`src/rtl/mem_port_arbiter.sv`:
```
// Two-port (fetch/data) arbiter onto a single req/ack memory bus; data has priority, 2-cycle grant-to-rvalid latency.
// Optional fetch-starvation guard compiled in with `define MEM_ARB_FAIR_EN (bounded by STARVE_LIMIT).
module mem_port_arbiter #(
  parameter int ADDR_WIDTH   = 32,
  parameter int DATA_WIDTH   = 32,
  parameter int STARVE_LIMIT = 4
) (
  input  logic                    clk,
  input  logic                    resetn,

  input  logic                    imem_req,
  input  logic [ADDR_WIDTH-1:0]   imem_addr,
  output logic                    imem_gnt,
  output logic                    imem_rvalid,
  output logic [DATA_WIDTH-1:0]   imem_rdata,
  output logic                    imem_err,

  input  logic                    dmem_req,
  input  logic                    dmem_we,
  input  logic [DATA_WIDTH/8-1:0] dmem_be,
  input  logic [ADDR_WIDTH-1:0]   dmem_addr,
  input  logic [DATA_WIDTH-1:0]   dmem_wdata,
  output logic                    dmem_gnt,
  output logic                    dmem_rvalid,
  output logic [DATA_WIDTH-1:0]   dmem_rdata,
  output logic                    dmem_err,

  output logic                    bus_req,
  output logic                    bus_we,
  output logic [DATA_WIDTH/8-1:0] bus_be,
  output logic [ADDR_WIDTH-1:0]   bus_addr,
  output logic [DATA_WIDTH-1:0]   bus_wdata,
  input  logic                    bus_ack,
  input  logic                    bus_err,
  input  logic [DATA_WIDTH-1:0]   bus_rdata
);

  localparam int BE_WIDTH = DATA_WIDTH / 8;

  if ((DATA_WIDTH % 8) != 0) begin : g_bad_data_width
    $error("mem_port_arbiter: DATA_WIDTH must be a multiple of 8");
  end
  if ((STARVE_LIMIT < 1) || (STARVE_LIMIT > 15)) begin : g_bad_starve_limit
    $error("mem_port_arbiter: STARVE_LIMIT must be in 1..15");
  end

  typedef enum logic [1:0] {
    IDLE   = 2'd0,
    BUSY_I = 2'd1,
    BUSY_D = 2'd2
  } state_e;

  state_e                state_q, state_d;

  logic                  bus_req_q,   bus_req_d;
  logic                  bus_we_q,    bus_we_d;
  logic [BE_WIDTH-1:0]   bus_be_q,    bus_be_d;
  logic [ADDR_WIDTH-1:0] bus_addr_q,  bus_addr_d;
  logic [DATA_WIDTH-1:0] bus_wdata_q, bus_wdata_d;

  logic                  imem_rvalid_q, imem_rvalid_d;
  logic [DATA_WIDTH-1:0] imem_rdata_q,  imem_rdata_d;
  logic                  imem_err_q,    imem_err_d;
  logic                  dmem_rvalid_q, dmem_rvalid_d;
  logic [DATA_WIDTH-1:0] dmem_rdata_q,  dmem_rdata_d;
  logic                  dmem_err_q,    dmem_err_d;

  logic                  force_i;
  logic                  bus_done;

`ifdef MEM_ARB_FAIR_EN
  localparam logic [3:0] LIMIT = 4'(STARVE_LIMIT);

  logic [3:0] starve_cnt_q, starve_cnt_d;

  // Counts data grants that overtook a waiting fetch; reaching LIMIT hands the next idle slot to fetch.
  always_comb begin
    starve_cnt_d = starve_cnt_q;
    if (state_q == IDLE) begin
      if (imem_gnt || !imem_req) begin
        starve_cnt_d = '0;
      end else if (dmem_gnt) begin
        starve_cnt_d = starve_cnt_q + 4'd1;
      end
    end
  end

  assign force_i = (starve_cnt_q == LIMIT);

  always_ff @(posedge clk or negedge resetn) begin
    if (!resetn) begin
      starve_cnt_q <= '0;
    end else begin
      starve_cnt_q <= starve_cnt_d;
    end
  end
`else
  assign force_i = 1'b0;
`endif

  always_comb begin
    dmem_gnt = 1'b0;
    imem_gnt = 1'b0;
    if (state_q == IDLE) begin
      dmem_gnt = dmem_req & ~force_i;
      imem_gnt = imem_req & ~dmem_gnt;
    end
  end

  assign bus_done = bus_ack | bus_err;

  always_comb begin
    state_d       = state_q;
    bus_req_d     = bus_req_q;
    bus_we_d      = bus_we_q;
    bus_be_d      = bus_be_q;
    bus_addr_d    = bus_addr_q;
    bus_wdata_d   = bus_wdata_q;
    imem_rvalid_d = 1'b0;
    imem_rdata_d  = imem_rdata_q;
    imem_err_d    = imem_err_q;
    dmem_rvalid_d = 1'b0;
    dmem_rdata_d  = dmem_rdata_q;
    dmem_err_d    = dmem_err_q;

    unique case (state_q)
      IDLE: begin
        if (dmem_gnt) begin
          state_d     = BUSY_D;
          bus_req_d   = 1'b1;
          bus_we_d    = dmem_we;
          bus_be_d    = dmem_be;
          bus_addr_d  = dmem_addr;
          bus_wdata_d = dmem_wdata;
        end else if (imem_gnt) begin
          state_d     = BUSY_I;
          bus_req_d   = 1'b1;
          bus_we_d    = 1'b0;
          bus_be_d    = '1;
          bus_addr_d  = imem_addr;
          bus_wdata_d = '0;
        end
      end

      BUSY_I: begin
        if (bus_done) begin
          state_d       = IDLE;
          bus_req_d     = 1'b0;
          imem_rvalid_d = 1'b1;
          imem_rdata_d  = bus_ack ? bus_rdata : '0;
          imem_err_d    = bus_err;
        end
      end

      BUSY_D: begin
        if (bus_done) begin
          state_d       = IDLE;
          bus_req_d     = 1'b0;
          dmem_rvalid_d = 1'b1;
          // Stores and error-only terminations carry no read data.
          dmem_rdata_d  = (bus_ack && !bus_we_q) ? bus_rdata : '0;
          dmem_err_d    = bus_err;
        end
      end

      default: begin
        state_d   = IDLE;
        bus_req_d = 1'b0;
      end
    endcase
  end

  always_ff @(posedge clk or negedge resetn) begin
    if (!resetn) begin
      state_q       <= IDLE;
      bus_req_q     <= 1'b0;
      bus_we_q      <= 1'b0;
      bus_be_q      <= '0;
      bus_addr_q    <= '0;
      bus_wdata_q   <= '0;
      imem_rvalid_q <= 1'b0;
      imem_rdata_q  <= '0;
      imem_err_q    <= 1'b0;
      dmem_rvalid_q <= 1'b0;
      dmem_rdata_q  <= '0;
      dmem_err_q    <= 1'b0;
    end else begin
      state_q       <= state_d;
      bus_req_q     <= bus_req_d;
      bus_we_q      <= bus_we_d;
      bus_be_q      <= bus_be_d;
      bus_addr_q    <= bus_addr_d;
      bus_wdata_q   <= bus_wdata_d;
      imem_rvalid_q <= imem_rvalid_d;
      imem_rdata_q  <= imem_rdata_d;
      imem_err_q    <= imem_err_d;
      dmem_rvalid_q <= dmem_rvalid_d;
      dmem_rdata_q  <= dmem_rdata_d;
      dmem_err_q    <= dmem_err_d;
    end
  end

  assign bus_req     = bus_req_q;
  assign bus_we      = bus_we_q;
  assign bus_be      = bus_be_q;
  assign bus_addr    = bus_addr_q;
  assign bus_wdata   = bus_wdata_q;
  assign imem_rvalid = imem_rvalid_q;
  assign imem_rdata  = imem_rdata_q;
  assign imem_err    = imem_err_q;
  assign dmem_rvalid = dmem_rvalid_q;
  assign dmem_rdata  = dmem_rdata_q;
  assign dmem_err    = dmem_err_q;

endmodule

```
`config.mk`:
```
export PLATFORM = sky130hd
export DESIGN_NAME = mem_port_arbiter
export DESIGN_NICKNAME = d
export VERILOG_FILES = /design/src/rtl/mem_port_arbiter.sv
export SDC_FILE = /design/constraint.sdc
export NUM_CORES = 1
export LEC_CHECK = 0
export BUFFER_PORTS_ARGS = -buffer_cell sky130_fd_sc_hd__buf_2
export CAP_MARGIN = 10
export CORE_ASPECT_RATIO = 0.5
export CORE_MARGIN = 2
export CORE_UTILIZATION = 46
export DETAILED_ROUTE_END_ITERATION = 16
export PLACE_DENSITY = 0.82
export SYNTH_ARGS = -nofsm -noshare
export SYNTH_HDL_FRONTEND = slang
export SYNTH_SLANG_ARGS = --single-unit
export TNS_END_PERCENT = 30
```
`constraint.sdc`:
```
create_clock -name clk -period 2.25 [get_ports clk]
set_input_delay 0.45 -clock clk [delete_from_list [all_inputs] [get_ports clk]]
set_output_delay 0.45 -clock clk [all_outputs]
set_load 0.02 [all_outputs]
```
==> impl_metrics.csv <==
group,metric,value,unit
setup_path,critPathBufInv,4,
timing,slew_headroom,60.47,%
run,maxCapViolCount,0,
yosys,synth-compound-area-share,14.58,%
yosys,synth-simple-area-share,5.446,%
timing,worst_slew_pin_slew,0.5917,ns
grt,grt_max_degree,67,
placed_design,dp_hpwl,10430,um
grt,antenna_found_initial,0,
yosys,syn_area,5698,sq um
timing,slew_viol_final,0,
yosys,synthMuxAreaShare,14.30,%
clocking,cts_made_buffers,17,
yosys,ys_seq_elements,140,
timing,rsz0062_at_grt,"no",
setup_path,path_delay_family,"buffers and inverters",
clocking,cts_setup_buffers,0,
floorplan,dieWidth,161.4,um
placed_design,io_buffers,278,
yosys,syn_area_per_cell,13.07,sq um
grt,grt_overflow,0,
routing,vias,4496,
setup_path,worstPathCellList,"inv_1, ha_4, nand2_2, buf_12, clkinv_1, buf_2",
setup_path,crit_cells,6,
yosys,syn_inst,436,
yosys,ys_seq_area_share,61.48,%
yosys,async_flop_share,100.0,%
placed_design,place_congestion,0.7992,
routing,viasPerCell,5.023,
routing,routedWlPerCell,16.71,um
floorplan,boundaryPins,279,
setup_path,crit_path_end_kind,"output pin",
layout,layout-drive-gt1-share,54.25,%
yosys,synthesis.nets,579,
yosys,synth.top_cell.area_share,61.48,%
setup_path,max_stage_delay,0.38,ns
yosys,yosys.area.top_type,"dfrtp_1",
timing,fin_tns_setup,0,ns
clocking,clock_sinks,140,
timing,fmax,471.9,MHz
setup_path,crit_fanout,15,
yosys,ys_types,24,
routing,wl,14960,um
run_status,status,"finished clean",
layout,nets,860,
setup_path,worst_setup_path_start_kind,"flop",
hold_path,min_path_type,"in -> reg",
timing,period_share,94.18,%
floorplan,die_y,82.70,um
layout,area_growth,39.44,%
grt,grt_pass1_wl,22780,um
clocking,cts_tree,"done",
grt,grt_pass1_vias,4507,
yosys,ys_warn_count,0,
floorplan,row_count,28,
setup_path,slowest_stage,"dfrtp_1",
yosys,synthFlopType,"dfrtp_1",
yosys,synth_fa_ha_area_share,0.8783,%
clocking,clockRootBuffer,"clkbuf_16",
routing,drc,0,
clocking,insertion_delay,0.41,ns
grt,grt_util_all_layers,22.02,%
layout,fin_util,66.51,%
yosys,synth_top_family_by_area,"compound AO/OA/AOI/OAI gates",
hold_path,whs_path_depth,2,
floorplan,initial_core_util,47.70,%
clocking,clock_path_buffers,2,
timing,fin_worst_skew,0.008966,ns
clocking,path_clk_slew,0.06,ns
yosys,synth_area_leaders,"dfrtp_1 61%, a22o_1 10%, mux2_2 7.7%",
routing,dr.pass1.iters,4,
yosys,synthTopCellsByCount,"140 x dfrtp_1, 69 x nand2_1, 65 x a22o_1",
setup_path,crit_type,"reg -> out",
layout,nFillCells,928,
power_and_ir_drop,powerDensity,1562,nW/um^2
yosys,synth_xor_area_share,0,%
clocking,htree_levels,4,
floorplan,core,11950,sq um
timing,period_minus_slack,2.119,ns
floorplan,dieArea,13350,sq um
routing,drt_iter0_drc,203,
timing,setup_viol,0,
layout,diodes,0,
power_and_ir_drop,ir_drop,737.3,uV
setup_path,r2r_cells,6,
yosys,yosys.cell_count.top_type,"dfrtp_1",
setup_path,arrival,1.67,ns
routing,postRouteAntennaNets,0,
setup_path,required,1.80,ns
power_and_ir_drop,power_leakage,0.004205,uW
yosys,synth_edf_count,0,
timing,hold_viol,0,
[placed cells by master (no fill, tap or decap), types with 2 or more instances in the layout]
master and instances:
mux2_2 39, o21ai_2 2, buf_2 277, o21ai_0 37
ha_1 3, inv_6 8, a22o_1 65, clkinvlp_4 2
o22a_1 4, dfrtp_1 140, nand2_1 69, clkbuf_16 17
mux2_4 25, buf_4 10, inv_1 5, and2_1 2
buf_12 4, inv_8 2
[metrics by stage]
step / hold slack, ns / cells / power (uW) / setup WS, ns / cell area, sq um
after floorplan: 0.1544 / 436 / 7748 / 0.5152 / 5698
after global placement: 0.4073 / 861 / 9449 / 0.4490 / 7313
after detailed placement: 0.4123 / 861 / 9636 / 0.3696 / 7313
after CTS: 0.2486 / 895 / 12500 / 0.06764 / 7935
after global routing: 0.2522 / 895 / 13120 / 0.01363 / 7945
final: 0.2686 / 895 / 12410 / 0.1310 / 7945
[worst reg2reg max path, stage by stage, from the launching register on]
cell	delay, ns
dfrtp_1	0.38
inv_1	0.17
ha_1	0.21
and2_1	0.19
o21a_2	0.28
buf_12	0.24
mux2_2	0.38
[final cells by class]
cell class                      instances  area (sq um)  share of cell area (%)
Tap cell                              165         206.4                   2.598
Clock buffer                           17         425.4                   5.354
Timing Repair Buffer                  294          1595                   20.08
Inverter                                6         22.52                  0.2835
Clock inverter                         15         151.4                   1.906
Multi-Input combinational cell        258          2041                   25.69
Sequential cell                       140          3503                   44.09
[per-layer routing]
layer | GRT usage [%] | wire, um | vias up
li1 | - | - | 2112
met1 | 26.12 | 6080 | 2240
met2 | 40.34 | 8099 | 124
met3 | 4.246 | 561 | 20
met4 | 9.375 | 218 | 0
met5 | 0 | 0 | -
[report_power, final]
part | switching [uW] | internal [uW] | leakage, uW | total (uW)
clock network | 1170 | 1570 | 0.000280 | 2740
registers | 584 | 3610 | 0.00176 | 4200
logic | 3150 | 2320 | 0.00217 | 5470
total | 4910 | 7500 | 0.00420 | 12400
[sequential cells by signal, summed over array words and instances, names as in the netlist]
register / flops
imem_rdata: 32
dmem_rvalid: 1
bus_we: 1
state_q: 2
bus_addr: 32
bus_req: 1
bus_wdata: 32
imem_rvalid: 1
bus_be: 4
dmem_err: 1
imem_err: 1
dmem_rdata: 32
[logic make-up after synthesis]
logic type	Yosys count
flip-flops	140
AND/OR/NAND/NOR	77
multiplexers	64
AO/OA/AOI/OAI	113
adder cells (fa/ha/maj)	4
buffers and inverters	38
[worst paths after layout]
| path | from | slack (ns) | endpoint |
|---|---|---|---|
| setup / recovery | state_q[0] | 0.13 | dmem_gnt |
| hold / removal | dmem_wdata[16] | 0.27 | bus_wdata[16] |
| setup reg to reg | state_q[0] | 0.30 | bus_addr[22] |
| hold reg to reg | dmem_err | 0.47 | dmem_err |
| max in group asynchronous | resetn | 1.02 | dmem_rdata[13] |
| min in group asynchronous | resetn | 0.55 | imem_rdata[23] |
[timing repair]
item                                    CTS  global route
endpoints found under the hold margin    39             0
endpoints found under the setup margin    1             1
gates resized for setup                   1             1
gates cloned                              1             0
hold buffers                              1             0
No activity file was read; power rests on OpenSTA's default activity.
